===== src/rtl/axi_lite_pkg.sv =====
// Shared AXI4-Lite write-side constants and the write FSM state type.
package axi_lite_pkg;

  localparam logic [1:0] RESP_OKAY   = 2'b00;
  localparam logic [1:0] RESP_SLVERR = 2'b10;

  typedef enum logic [2:0] {
    IDLE,
    HAVE_AW,
    HAVE_W,
    COMMIT,
    RESP
  } wr_state_e;

endpackage


===== src/rtl/axi4lite_wr_slave_regs_if.sv =====
// AXI4-Lite write channels (AW/W/B) between a write master and this register slave.
interface axi4lite_wr_slave_regs_if #(
  parameter int unsigned ADDR_WIDTH = 32,
  parameter int unsigned DATA_WIDTH = 32
);

  localparam int unsigned STRB_WIDTH = DATA_WIDTH / 8;

  logic [ADDR_WIDTH-1:0] AWADDR;
  logic                  AWVALID;
  logic                  AWREADY;
  logic [DATA_WIDTH-1:0] WDATA;
  logic [STRB_WIDTH-1:0] WSTRB;
  logic                  WVALID;
  logic                  WREADY;
  logic [1:0]            BRESP;
  logic                  BVALID;
  logic                  BREADY;

  modport master (
    output AWADDR, AWVALID, WDATA, WSTRB, WVALID, BREADY,
    input  AWREADY, WREADY, BRESP, BVALID
  );

  modport slave (
    input  AWADDR, AWVALID, WDATA, WSTRB, WVALID, BREADY,
    output AWREADY, WREADY, BRESP, BVALID
  );

endinterface


===== src/rtl/axi4lite_wr_regfile.sv =====
// Register bank: byte-strobe merge into the selected register plus a one-cycle write pulse.
module axi4lite_wr_regfile #(
  parameter int unsigned DATA_WIDTH = 32,
  parameter int unsigned STRB_WIDTH = DATA_WIDTH / 8,
  parameter int unsigned NUM_REGS   = 8,
  parameter int unsigned IDX_W      = (NUM_REGS > 1) ? $clog2(NUM_REGS) : 1
) (
  input  logic                           clk_i,
  input  logic                           rst_ni,
  input  logic                           we_i,
  input  logic [IDX_W-1:0]               idx_i,
  input  logic [DATA_WIDTH-1:0]          data_i,
  input  logic [STRB_WIDTH-1:0]          strb_i,
  output logic [NUM_REGS*DATA_WIDTH-1:0] regs_o,
  output logic [NUM_REGS-1:0]            wr_pulse_o
);

  logic [DATA_WIDTH-1:0] regs_q [NUM_REGS];
  logic [DATA_WIDTH-1:0] regs_d [NUM_REGS];
  logic [NUM_REGS-1:0]   wr_pulse_q;
  logic [NUM_REGS-1:0]   wr_pulse_d;

  // Merge enabled bytes into the addressed register; pulse only if some byte is written.
  always_comb begin
    regs_d     = regs_q;
    wr_pulse_d = '0;
    for (int unsigned i = 0; i < NUM_REGS; i++) begin
      if (we_i && (idx_i == IDX_W'(i))) begin
        wr_pulse_d[i] = |strb_i;
        for (int unsigned b = 0; b < STRB_WIDTH; b++) begin
          if (strb_i[b]) begin
            regs_d[i][b*8 +: 8] = data_i[b*8 +: 8];
          end
        end
      end
    end
  end

  // Bank and pulse registers.
  always_ff @(posedge clk_i or negedge rst_ni) begin
    if (!rst_ni) begin
      for (int unsigned i = 0; i < NUM_REGS; i++) begin
        regs_q[i] <= '0;
      end
      wr_pulse_q <= '0;
    end else begin
      regs_q     <= regs_d;
      wr_pulse_q <= wr_pulse_d;
    end
  end

  for (genvar g = 0; g < NUM_REGS; g++) begin : g_flat
    assign regs_o[g*DATA_WIDTH +: DATA_WIDTH] = regs_q[g];
  end

  assign wr_pulse_o = wr_pulse_q;

endmodule


===== src/rtl/axi4lite_wr_slave_regs.sv =====
// AXI4-Lite write-only slave: independent AW/W capture, address decode, B response per write.
module axi4lite_wr_slave_regs
  import axi_lite_pkg::*;
#(
  parameter int unsigned           ADDR_WIDTH = 32,
  parameter int unsigned           DATA_WIDTH = 32,
  parameter int unsigned           STRB_WIDTH = DATA_WIDTH / 8,
  parameter int unsigned           NUM_REGS   = 8,
  parameter logic [ADDR_WIDTH-1:0] BASE_ADDR  = '0
) (
  input  logic                           pclk,
  input  logic                           presetn,
  axi4lite_wr_slave_regs_if.slave        s_axi,
  output logic [NUM_REGS*DATA_WIDTH-1:0] regs_o,
  output logic [NUM_REGS-1:0]            wr_pulse_o
);

  localparam int unsigned           ADDR_LSB   = $clog2(STRB_WIDTH);
  localparam int unsigned           IDX_W      = (NUM_REGS > 1) ? $clog2(NUM_REGS) : 1;
  localparam logic [ADDR_WIDTH-1:0] ALIGN_MASK = ADDR_WIDTH'((2 ** ADDR_LSB) - 1);

  wr_state_e             state_q, state_d;
  logic                  awready_q, awready_d;
  logic                  wready_q, wready_d;
  logic                  bvalid_q, bvalid_d;
  logic [1:0]            bresp_q, bresp_d;
  logic [ADDR_WIDTH-1:0] awaddr_q, awaddr_d;
  logic [DATA_WIDTH-1:0] wdata_q, wdata_d;
  logic [STRB_WIDTH-1:0] wstrb_q, wstrb_d;

  logic                  aw_hs_c, w_hs_c;
  logic [ADDR_WIDTH-1:0] off_c, idx_full_c;
  logic [IDX_W-1:0]      idx_c;
  logic                  err_c, we_c;

  assign aw_hs_c = s_axi.AWVALID && awready_q;
  assign w_hs_c  = s_axi.WVALID && wready_q;

  // Decode of the buffered address, consumed in COMMIT.
  always_comb begin
    off_c      = awaddr_q - BASE_ADDR;
    idx_full_c = off_c >> ADDR_LSB;
    err_c      = ((off_c & ALIGN_MASK) != '0) || (idx_full_c >= ADDR_WIDTH'(NUM_REGS));
    idx_c      = IDX_W'(idx_full_c);
    we_c       = (state_q == COMMIT) && !err_c;
  end

  // Next state, registered handshake outputs derived from the next state, buffer capture.
  always_comb begin
    state_d  = state_q;
    bresp_d  = bresp_q;
    awaddr_d = awaddr_q;
    wdata_d  = wdata_q;
    wstrb_d  = wstrb_q;

    case (state_q)
      IDLE: begin
        if (aw_hs_c && w_hs_c) state_d = COMMIT;
        else if (aw_hs_c)      state_d = HAVE_AW;
        else if (w_hs_c)       state_d = HAVE_W;
      end
      HAVE_AW: if (w_hs_c)  state_d = COMMIT;
      HAVE_W:  if (aw_hs_c) state_d = COMMIT;
      COMMIT: begin
        state_d = RESP;
        bresp_d = err_c ? RESP_SLVERR : RESP_OKAY;
      end
      RESP:    if (bvalid_q && s_axi.BREADY) state_d = IDLE;
      default: state_d = IDLE;
    endcase

    if (aw_hs_c) awaddr_d = s_axi.AWADDR;
    if (w_hs_c) begin
      wdata_d = s_axi.WDATA;
      wstrb_d = s_axi.WSTRB;
    end

    awready_d = (state_d == IDLE) || (state_d == HAVE_W);
    wready_d  = (state_d == IDLE) || (state_d == HAVE_AW);
    bvalid_d  = (state_d == RESP);
  end

  // State, handshake outputs and holding buffers.
  always_ff @(posedge pclk or negedge presetn) begin
    if (!presetn) begin
      state_q   <= IDLE;
      awready_q <= 1'b0;
      wready_q  <= 1'b0;
      bvalid_q  <= 1'b0;
      bresp_q   <= RESP_OKAY;
      awaddr_q  <= '0;
      wdata_q   <= '0;
      wstrb_q   <= '0;
    end else begin
      state_q   <= state_d;
      awready_q <= awready_d;
      wready_q  <= wready_d;
      bvalid_q  <= bvalid_d;
      bresp_q   <= bresp_d;
      awaddr_q  <= awaddr_d;
      wdata_q   <= wdata_d;
      wstrb_q   <= wstrb_d;
    end
  end

  assign s_axi.AWREADY = awready_q;
  assign s_axi.WREADY  = wready_q;
  assign s_axi.BVALID  = bvalid_q;
  assign s_axi.BRESP   = bresp_q;

  axi4lite_wr_regfile #(
    .DATA_WIDTH (DATA_WIDTH),
    .STRB_WIDTH (STRB_WIDTH),
    .NUM_REGS   (NUM_REGS),
    .IDX_W      (IDX_W)
  ) u_regfile (
    .clk_i      (pclk),
    .rst_ni     (presetn),
    .we_i       (we_c),
    .idx_i      (idx_c),
    .data_i     (wdata_q),
    .strb_i     (wstrb_q),
    .regs_o     (regs_o),
    .wr_pulse_o (wr_pulse_o)
  );

endmodule

===== src/flat_wrapper.sv =====
// flat-port wrapper written by rule: the top's interface ports become plain ports
module axi4lite_wr_slave_regs_flat import axi_lite_pkg::*;
#(
  parameter int unsigned           ADDR_WIDTH = 32,
  parameter int unsigned           DATA_WIDTH = 32,
  parameter int unsigned           STRB_WIDTH = DATA_WIDTH / 8,
  parameter int unsigned           NUM_REGS   = 8,
  parameter logic [ADDR_WIDTH-1:0] BASE_ADDR  = '0
)
  (pclk, presetn, regs_o, wr_pulse_o, s_axi_AWADDR, s_axi_AWVALID, s_axi_WDATA, s_axi_WSTRB, s_axi_WVALID, s_axi_BREADY, s_axi_AWREADY, s_axi_WREADY, s_axi_BRESP, s_axi_BVALID);
  axi4lite_wr_slave_regs_if #(.ADDR_WIDTH(ADDR_WIDTH), .DATA_WIDTH(DATA_WIDTH)) s_axi_i ();
  input  logic pclk;
  input  logic presetn;
  output logic [NUM_REGS*DATA_WIDTH-1:0] regs_o;
  output logic [NUM_REGS-1:0] wr_pulse_o;
  input wire logic [$bits(s_axi_i.AWADDR)-1:0] s_axi_AWADDR;
  input wire logic [$bits(s_axi_i.AWVALID)-1:0] s_axi_AWVALID;
  input wire logic [$bits(s_axi_i.WDATA)-1:0] s_axi_WDATA;
  input wire logic [$bits(s_axi_i.WSTRB)-1:0] s_axi_WSTRB;
  input wire logic [$bits(s_axi_i.WVALID)-1:0] s_axi_WVALID;
  input wire logic [$bits(s_axi_i.BREADY)-1:0] s_axi_BREADY;
  output wire logic [$bits(s_axi_i.AWREADY)-1:0] s_axi_AWREADY;
  output wire logic [$bits(s_axi_i.WREADY)-1:0] s_axi_WREADY;
  output wire logic [$bits(s_axi_i.BRESP)-1:0] s_axi_BRESP;
  output wire logic [$bits(s_axi_i.BVALID)-1:0] s_axi_BVALID;
  assign s_axi_i.AWADDR = s_axi_AWADDR;
  assign s_axi_i.AWVALID = s_axi_AWVALID;
  assign s_axi_i.WDATA = s_axi_WDATA;
  assign s_axi_i.WSTRB = s_axi_WSTRB;
  assign s_axi_i.WVALID = s_axi_WVALID;
  assign s_axi_i.BREADY = s_axi_BREADY;
  assign s_axi_AWREADY = s_axi_i.AWREADY;
  assign s_axi_WREADY = s_axi_i.WREADY;
  assign s_axi_BRESP = s_axi_i.BRESP;
  assign s_axi_BVALID = s_axi_i.BVALID;
  axi4lite_wr_slave_regs #(.ADDR_WIDTH(ADDR_WIDTH), .DATA_WIDTH(DATA_WIDTH), .STRB_WIDTH(STRB_WIDTH), .NUM_REGS(NUM_REGS), .BASE_ADDR(BASE_ADDR)) u_core (.pclk(pclk), .presetn(presetn), .s_axi(s_axi_i), .regs_o(regs_o), .wr_pulse_o(wr_pulse_o));
endmodule

===== config.mk =====
export PLATFORM = sky130hd
export DESIGN_NAME = axi4lite_wr_slave_regs_flat
export DESIGN_NICKNAME = d
export VERILOG_FILES = /design/src/rtl/axi_lite_pkg.sv /design/src/rtl/axi4lite_wr_slave_regs_if.sv /design/src/rtl/axi4lite_wr_regfile.sv /design/src/rtl/axi4lite_wr_slave_regs.sv /design/src/flat_wrapper.sv
export SDC_FILE = /design/constraint.sdc
export NUM_CORES = 1
export LEC_CHECK = 0
export ABC_AREA = 0
export BUFFER_PORTS_ARGS = -buffer_cell sky130_fd_sc_hd__buf_2
export CORE_MARGIN = 2
export CORE_UTILIZATION = 55
export CTS_CLUSTER_DIAMETER = 60
export DETAILED_ROUTE_END_ITERATION = 10
export GPL_TIMING_DRIVEN = 0
export PLACE_DENSITY_LB_ADDON = 0.12
export SYNTH_ARGS = -nofsm -noshare
export SYNTH_HDL_FRONTEND = slang
export SYNTH_SLANG_ARGS = --single-unit

===== constraint.sdc =====
create_clock -name pclk -period 5.09 [get_ports pclk]
set_input_delay 1.018 -clock pclk [delete_from_list [all_inputs] [get_ports pclk]]
set_output_delay 1.018 -clock pclk [all_outputs]
set_load 0.01 [all_outputs]

# Word-level counts from Yosys, hierarchy flattened
# Index checks and enable logic that the tools add are counted.
dict set report classes {
  order_cmp 1
  eq_ne 14
  mux 16
  n_reduce_logical 54
}
# op count
set ops {}
lappend ops {{AND reduction 2 bit} 32}
lappend ops {{nonzero test 32 bit} 1}
lappend ops {{>= comparator 30 x 4 -> 1 bit, second input constant} 1}
lappend ops {{equality test 3 bit, second input constant} 6}
lappend ops {{2-to-1 mux 3 bit} 6}
lappend ops {{equality test 3 x 2 -> 1 bit, second input constant} 5}
lappend ops {{one-hot mux 3 bit (5 select lines)} 1}
lappend ops {{logical AND 1 bit} 13}
lappend ops {{equality test 3 x 1 -> 1 bit, second input constant} 3}
lappend ops {{logical NOT 3 bit} 3}
lappend ops {{2-to-1 mux 1 bit} 8}
lappend ops {{OR reduction 4 bit} 1}
lappend ops {{logical OR 1 bit} 3}
lappend ops {{2-to-1 mux 2 bit} 1}
lappend ops {{logical NOT 1 bit} 1}
dict set report totals {
  ff_bits 340
  input_bits 73
  out_inout_bits 269
  word_cells 126
}

# Longest topological paths before layout
# Gate-level depths: netlist of run 1.
dict set report logic_depth {
  word_depth 7
  depth_mapped 7
  depth_no_buf 4
}

# Modules after synthesis
# Synthesis of run 1 repeated with hierarchy kept, for this count alone.
dict set report unflattened {
  cells_unflattened 760
  hier_area_um2 12766.0
}
# module instances cells_per_inst area_each_um2 seq_area_each_um2
set by_module_without_submodules {}
lappend by_module_without_submodules {axi4lite_wr_regfile 1 580 9914.5 6606.3}
lappend by_module_without_submodules {axi4lite_wr_slave_regs 1 180 2851.5 1876.8}

# Worst setup path before layout of run 1
# No wires, ideal clock.
dict set report synth_path {
  kind {input to register}
  start {input s_axi_WVALID}
  end {register u_core.wdata_q[14]}
  setup_ns 0.127
  arrival_ns 1.954
  required_time_ns 4.963
  slack_ns 3.009
  cell_stages 3
  path_buffers 1
  cell_sequence {nand2_1 > clkbuf_1 > mux2_1}
}
dict set report synth_between {
  elab_chain_cells 1
}
# element line_no
set synth_rtl {}
lappend synth_rtl {{start, declared} flat_wrapper.sv:20} ;# input wire logic [$bits(s_axi_i.WVALID)-1:0] s_axi_WVALID;
lappend synth_rtl {{logical AND 1 bit} axi4lite_wr_slave_regs.sv:37} ;# assign w_hs_c = s_axi.WVALID && wready_q;
lappend synth_rtl {{end signal, assigned} axi4lite_wr_slave_regs.sv:101} ;# wdata_q <= wdata_d;
lappend synth_rtl {{end, declared} axi4lite_wr_slave_regs.sv:28} ;# logic [DATA_WIDTH-1:0] wdata_q, wdata_d;
# No other way between the ends.
# A chain may end at the register's enable or synchronous reset.

# Worst setup path after layout of run 1
dict set report layout_path {
  start {register u_core.awaddr_q[25]}
  end {register u_core.u_regfile.regs_q, in the netlist u_core.u_regfile.regs_o[235]}
}
dict set report layout_between {
  elab_chain_cells 6
}
# element line_no
set layout_rtl {}
lappend layout_rtl {{start, declared} axi4lite_wr_slave_regs.sv:27} ;# logic [ADDR_WIDTH-1:0] awaddr_q, awaddr_d;
lappend layout_rtl {{start signal, assigned} axi4lite_wr_slave_regs.sv:100} ;# awaddr_q <= awaddr_d;
lappend layout_rtl {{>= comparator 30 x 4 -> 1 bit} axi4lite_wr_slave_regs.sv:43} ;# err_c = ((off_c & ALIGN_MASK) != '0) || (idx_full_c >= ADDR_WIDTH'(NUM_REGS));
lappend layout_rtl {{logical OR 1 bit} axi4lite_wr_slave_regs.sv:43}
lappend layout_rtl {{logical NOT 1 bit} axi4lite_wr_slave_regs.sv:45} ;# we_c = (state_q == COMMIT) && !err_c;
lappend layout_rtl {{logical AND 1 bit} axi4lite_wr_slave_regs.sv:45}
lappend layout_rtl {{logical AND 1 bit} axi4lite_wr_regfile.sv:28} ;# if (we_i && (idx_i == IDX_W'(i))) begin
lappend layout_rtl {{AND reduction 2 bit (no source line)} n/a}
lappend layout_rtl {{end signal, assigned} axi4lite_wr_regfile.sv:47} ;# regs_q <= regs_d;
lappend layout_rtl {{end, declared} axi4lite_wr_regfile.sv:18} ;# logic [DATA_WIDTH-1:0] regs_q [NUM_REGS];
# No other way between the ends.

==> results of run 1 <==
[worst paths after layout]
path	from	endpoint	slack [ns]	cells after the start
setup / recovery	u_core.awaddr_q[25]$_DFFE_PN0P_	u_core.u_regfile.regs_o[235]$_DFFE_PN0P_	2.50	6
hold / removal	u_core.u_regfile.regs_o[146]$_DFFE_PN0P_	u_core.u_regfile.regs_o[146]$_DFFE_PN0P_	0.48	1
setup reg to reg	u_core.awaddr_q[25]$_DFFE_PN0P_	u_core.u_regfile.regs_o[235]$_DFFE_PN0P_	2.50	6
hold reg to reg	u_core.u_regfile.regs_o[146]$_DFFE_PN0P_	u_core.u_regfile.regs_o[146]$_DFFE_PN0P_	0.48	1
max in group asynchronous	presetn	u_core.u_regfile.regs_o[255]$_DFFE_PN0P_	3.48	2
min in group asynchronous	presetn	u_core.u_regfile.regs_o[45]$_DFFE_PN0P_	0.55	1
[cells by family (layout without fill, tap and decap cells)]
family | count (synthesis) | in the layout | share of synthesized area, %
other | 1 | 4 | 0.0285
AND/OR/NAND/NOR | 105 | 105 | 6.24
AO/OA/AOI/OAI | 5 | 5 | 0.332
flip-flops | 339 | 339 | 64.4
buffers and inverters | 26 | 429 | 1.14
multiplexers | 326 | 326 | 27.9
[layout by cell type, fill, tap and decap left out, types with 2 or more instances in the layout]
cell / count
nor4_1: 14
o41ai_1: 2
nor2_1: 38
bufinv_16: 4
buf_2: 347
nand2b_1: 6
diode_2: 3
buf_16: 2
nand2_1: 9
clkbuf_16: 37
and4_1: 5
clkbuf_8: 3
buf_4: 5
buf_1: 6
nand4_2: 19
dfrtp_1: 339
nand4_4: 10
clkbuf_1: 8
mux2_2: 49
clkinv_2: 13
mux2_1: 277
[critical path, stage by stage, from the launching register on]
cell     delay, ns
dfrtp_1       0.40
nor4_1        0.49
and4_1        0.32
buf_2         0.18
buf_4         0.23
nand4_2       0.38
mux2_1        0.46
[per-stage QoR]
step	utilization [%]	hold WS (ns)	std cells	instance area [um^2]	setup WS (ns)
after floorplan	-	0.471	802	13200	3.01
after global placement	65.1	0.462	1461	15300	-3.39
after detailed placement	65.4	0.469	1463	15300	2.32
after CTS	70.3	0.482	1524	16500	2.53
after global routing	70.3	0.490	1525	16500	2.36
final	70.4	0.479	1527	16500	2.50
[layer usage]
metal  wire length (um)  part of all wire (%)  GRT usage [%]
met1              13600                    43           34.4
met4                612                   2.0           6.46
met5                  7                 0.022              0
met2              14900                    48           39.9
met3               2160                   6.9           6.77
[flip-flops by register name, summed over array words and instances, names as in the netlist]
signal	count
u_core.awaddr_q	32
u_core.wdata_q	32
u_core.s_axi.BVALID	1
u_core.u_regfile.regs_o	256
u_core.state_q	3
u_core.s_axi.AWREADY	1
u_core.wstrb_q	4
u_core.u_regfile.wr_pulse_o	8
u_core.s_axi.WREADY	1
u_core.s_axi.BRESP	1
[power groups by stage]
stage	Clock, W	Combinational [W]	Sequential, W
after global placement	0	0.000776	0.00346
after global routing	0.00273	0.000900	0.00350
final	0.00257	0.000809	0.00343
after CTS	0.00263	0.000821	0.00343
after detailed placement	0	0.000812	0.00347
after floorplan	0	0.000575	0.00329
[final cells by class]
| class | instances | area (um^2) |
|---|---|---|
| flip-flops and latches | 339 | 8480 |
| fillers | 1657 | 6960 |
| multi-input cells | 437 | 4540 |
| repair buffers | 342 | 1770 |
| clock buffers | 44 | 982 |
| well taps | 319 | 399 |
| clock inverters | 17 | 185 |
| plain buffers | 25 | 146 |
| diodes | 3 | 7.51 |
| inverters | 1 | 3.75 |
==> results.cfg, run 1 <==
[outcome]
outcome = finished clean

[clock_network]
cts_tree = built
cts_buffers = 35
cts_sinks = 339
clock_latency_ns = 0.50
path_clk_slew_ns = 0.06
cts-root-buf = clkbuf_16
post_cts_buffers = 0
hold_buffers = 0
cts_repair_resize_count = 0
clk_path_buf_depth = 3
htreeDepth = 2

[setup_path]
start_kind = flip-flop
end_kind = flip-flop
critical_path_arrival_ns = 2.97
required_ns = 5.47
worstPathMaxFanout = 10
path_class = flip-flop to flip-flop

[synth]
yosysUniqueCellTypes = 26
synth-main-ff-cell = dfrtp_1
synth_warnings = 0
yosysMostFrequentCell = dfrtp_1
seq_area_frac_synth_pct = 64.4
syn_inst = 802
syn_avg_cell_area_um2 = 16.4
syn_area_um2 = 13200
yosysTopAreaCell = dfrtp_1
synth.area.top_cells = dfrtp_1 (64%), mux2_1 (24%), mux2_2 (4.2%), nand4_2 (1.8%), nand4_4 (1.6%)
synth.top_cells.by_count = dfrtp_1 (339), mux2_1 (277), mux2_2 (49), nor2_1 (38), nand4_2 (19)
synth-seq-cells = 339
synth_edf_count = 0
async_reset_ff_share_pct = 100
netlist.area_leader.share_pct = 64.4
synth_fp_nets = 875

[global_routing]
antenna_found_initial = 4
overflow = 0
grt_pass1_vias = 8363
grt_pass1_wl_um = 49100
grt_max_degree = 127
track_usage_pct = 25.0

[die]
pin_count = 342
die-area_um2 = 25200
die_y_um = 159
die_w_um = 159
start_util_pct = 56.1
num_rows = 56
core_area_um2 = 23500

[timing]
maxSlewViolCount = 0
clock_skew_ns = 0.0110
finalCriticalPeriod_ns = 2.59
timing.fmax_mhz = 386
worstMarginPinSlew_ns = 0.813
relSlewSlack_pct = 45.8
setup_violations = 0
hold_violations = 0
rsz0062_at_grt = no
min_period_over_period_pct = 50.9
finalSetupTns_ns = 0

[routing]
dr.pass1.iters = 4
routedWlPerCell_um = 20.5
viasPerCell = 5.33
post-route-drc-count = 0
ant_nets = 0
wl_um = 31300
vias = 8135
dr.first_iter.drc_count = 364

[finish]
area_growth_pct = 25.4
drive_above_1_share_pct = 40.9
nets = 1254

[hold_path]
hold_class = flip-flop to flip-flop

[power_and_ir_drop]
p_clk_share_pct = 37.8
leakage_nw = 9.56
swShare_pct = 27.9
vdd.ir_drop.worst_mv = 0.408
p_switching_w = 0.00190
internal-power_w = 0.00492
pwr_density_cell_nw_per_um2 = 413
pwr-share-comb_pct = 11.9
power_w = 0.00682
p_seq_share_pct = 50.4

[placement]
globalplace.congestion = 0.793
hpwl_um = 21900
port_buffers = 340

[flow_run]
maxCapViolations = 0
No activity file was read; power rests on OpenSTA's default activity.
==> inputs of run 2 (changes only) <==
--- a/config.mk
+++ b/config.mk
@@ -8,7 +8,7 @@
 export ABC_AREA = 0
 export BUFFER_PORTS_ARGS = -buffer_cell sky130_fd_sc_hd__buf_2
 export CORE_MARGIN = 2
-export CORE_UTILIZATION = 55
+export CORE_UTILIZATION = 53
 export CTS_CLUSTER_DIAMETER = 60
 export DETAILED_ROUTE_END_ITERATION = 10
 export GPL_TIMING_DRIVEN = 0
==> constraint.sdc (replaced) <==
create_clock -name pclk -period 2.5 [get_ports pclk]
set_input_delay 0.5 -clock pclk [delete_from_list [all_inputs] [get_ports pclk]]
set_output_delay 0.5 -clock pclk [all_outputs]
set_load 0.01 [all_outputs]
==> run 2 against run 1 <==
Net effect:
- flip-flop and latch count stayed put
- sequential share of layout area is 0.46 points lower
- design area rose by 0.89%
- clock-buffer cell count increased by 12
- die area is 3.7% higher
- final cell count up 0.59%
- via count increased by 0.64%
- sequential power rose by 100%
- register-to-register slack worse by 2.4 ns
- first-iteration DRC count grew 16%
- clock power up 110%
- critical path type unchanged
==> results.cfg, run 2 (synthesis results as in run 1) <==
[die]
start_util_pct = 54.0
core_area_um2 = 24400
num_rows = 57
die-area_um2 = 26100
pin_count = 342
die_y_um = 162
die_w_um = 162

[timing]
setup_ws_ns = 0.117
finalCriticalPeriod_ns = 2.38
finalSetupTns_ns = 0
rsz0062_at_grt = yes
whs_ns = 0.0914
relSlewSlack_pct = 44.8
min_period_over_period_pct = 95.3
setup_violations = 0
clock_skew_ns = 0.0129
worstMarginPinSlew_ns = 0.828
maxSlewViolCount = 0
hold_violations = 0
timing.fmax_mhz = 420

[routing]
ant_nets = 0
vias = 8187
dr.first_iter.drc_count = 421
dr.pass1.iters = 4
routedWlPerCell_um = 20.3
post-route-drc-count = 0
viasPerCell = 5.33
wl_um = 31200

[clock_network]
clk_path_buf_depth = 3
cts_tree = built
cts_sinks = 339
cts_buffers = 36
clock_latency_ns = 0.50
post_cts_buffers = 0
cts-root-buf = clkbuf_16
htreeDepth = 2
path_clk_slew_ns = 0.06

[global_routing]
track_usage_pct = 23.9
grt_pass1_vias = 8362
antenna_found_initial = 6
grt_max_degree = 119
grt_pass1_wl_um = 48000
overflow = 0

[setup_path]
cp_num_buf_inv = 2
cpPeakStageDelay_ns = 0.45
end_kind = flip-flop
start_kind = flip-flop
path_cells = nor4_1 -> and4_1 -> buf_2 -> buf_4 -> nand4_2 -> mux2_1
slowest_stage = mux2_1
path_delay_family = simple AND/OR/NAND/NOR gates
critical_path_arrival_ns = 2.76
required_ns = 2.88
path_class = flip-flop to flip-flop
reg2reg_slack_ns = 0.12
worstPathMaxFanout = 10

[finish]
largest_reg_flops = 256
final_cell_mix = buf_2 (347), dfrtp_1 (339), mux2_1 (277)
final_common_cell = buf_2
drive_above_1_share_pct = 40.9
area_growth_pct = 26.5
nets = 1255
fin_util_pct = 68.3

[flow_run]
maxCapViolations = 0

[placement]
port_buffers = 340
place_ws_ns = -0.0647
hpwl_um = 22100
globalplace.congestion = 0.794

[power_and_ir_drop]
pwr_density_cell_nw_per_um2 = 839
power_w = 0.0140
leakage_nw = 9.61
vdd.ir_drop.worst_mv = 0.620

[hold_path]
hold_class = primary input to asynchronous set/reset pin

[outcome]
outcome = finished clean
[run 2: changes by cell type in the layout (fill, tap and decap cells not counted), moves of 3 or more]
cell | previous run | this run
clkbuf_1 | 8 | 14
clkbuf_8 | 3 | 9
clkinv_2 | 13 | 3
diode_2 | 3 | 6
nand4_2 | 19 | 11
nand4_4 | 10 | 18
nor4_1 | 14 | 10
nor4_2 | 0 | 3
[run 2: area by class of cell]
class / count / area, um^2
repair buffers: 342 / 1770
inverters: 1 / 3.75
plain buffers: 25 / 146
well taps: 324 / 405
multi-input cells: 437 / 4650
flip-flops and latches: 339 / 8480
diodes: 6 / 15.0
clock buffers: 56 / 1090
clock inverters: 6 / 105
fillers: 1816 / 7730
[run 2: repair_timing]
action                                  4_1_cts  5_1_grt
endpoints found under the setup margin       37       80
hold buffers                                  0        0
hold endpoints to repair                      0        0
resized for setup                             1       13
[run 2: worst paths after layout]
kind	startpoint	end	cells after the start
min in group pclk	s_axi_WDATA[26]	u_core.wdata_q[26]$_DFFE_PN0P_	2
setup / recovery	u_core.awaddr_q[6]$_DFFE_PN0P_	u_core.u_regfile.regs_o[92]$_DFFE_PN0P_	6
hold reg to reg	u_core.u_regfile.regs_o[150]$_DFFE_PN0P_	u_core.u_regfile.regs_o[150]$_DFFE_PN0P_	1
hold / removal	presetn	u_core.u_regfile.regs_o[113]$_DFFE_PN0P_	1
setup reg to reg	u_core.awaddr_q[6]$_DFFE_PN0P_	u_core.u_regfile.regs_o[92]$_DFFE_PN0P_	6
max in group asynchronous	presetn	u_core.u_regfile.regs_o[32]$_DFFE_PN0P_	2
[run 2: stage by stage]
| stage | instance area [um^2] | cells |
|---|---|---|
| 2_1_floorplan | 13200 | 802 |
| 3_3_place_gp | 15300 | 1466 |
| 3_5_place_dp | 15300 | 1468 |
| 4_1_cts | 16500 | 1530 |
| 5_1_grt | 16700 | 1532 |
| 6_report | 16700 | 1536 |
[run 2: where the power goes]
part	switching [W]	total [W]	internal, W
registers	0.000915	0.00701	0.00610
clock network	0.00202	0.00530	0.00328
logic	0.000932	0.00166	0.000731
[run 2: per-layer routing]
layer	vias to the layer above	track usage, %	routed length [um]
met5	-	0	34
met2	269	38.9	15000
met1	4162	31.3	12900
met4	4	7.76	886
li1	3687	-	-
met3	65	6.84	2330
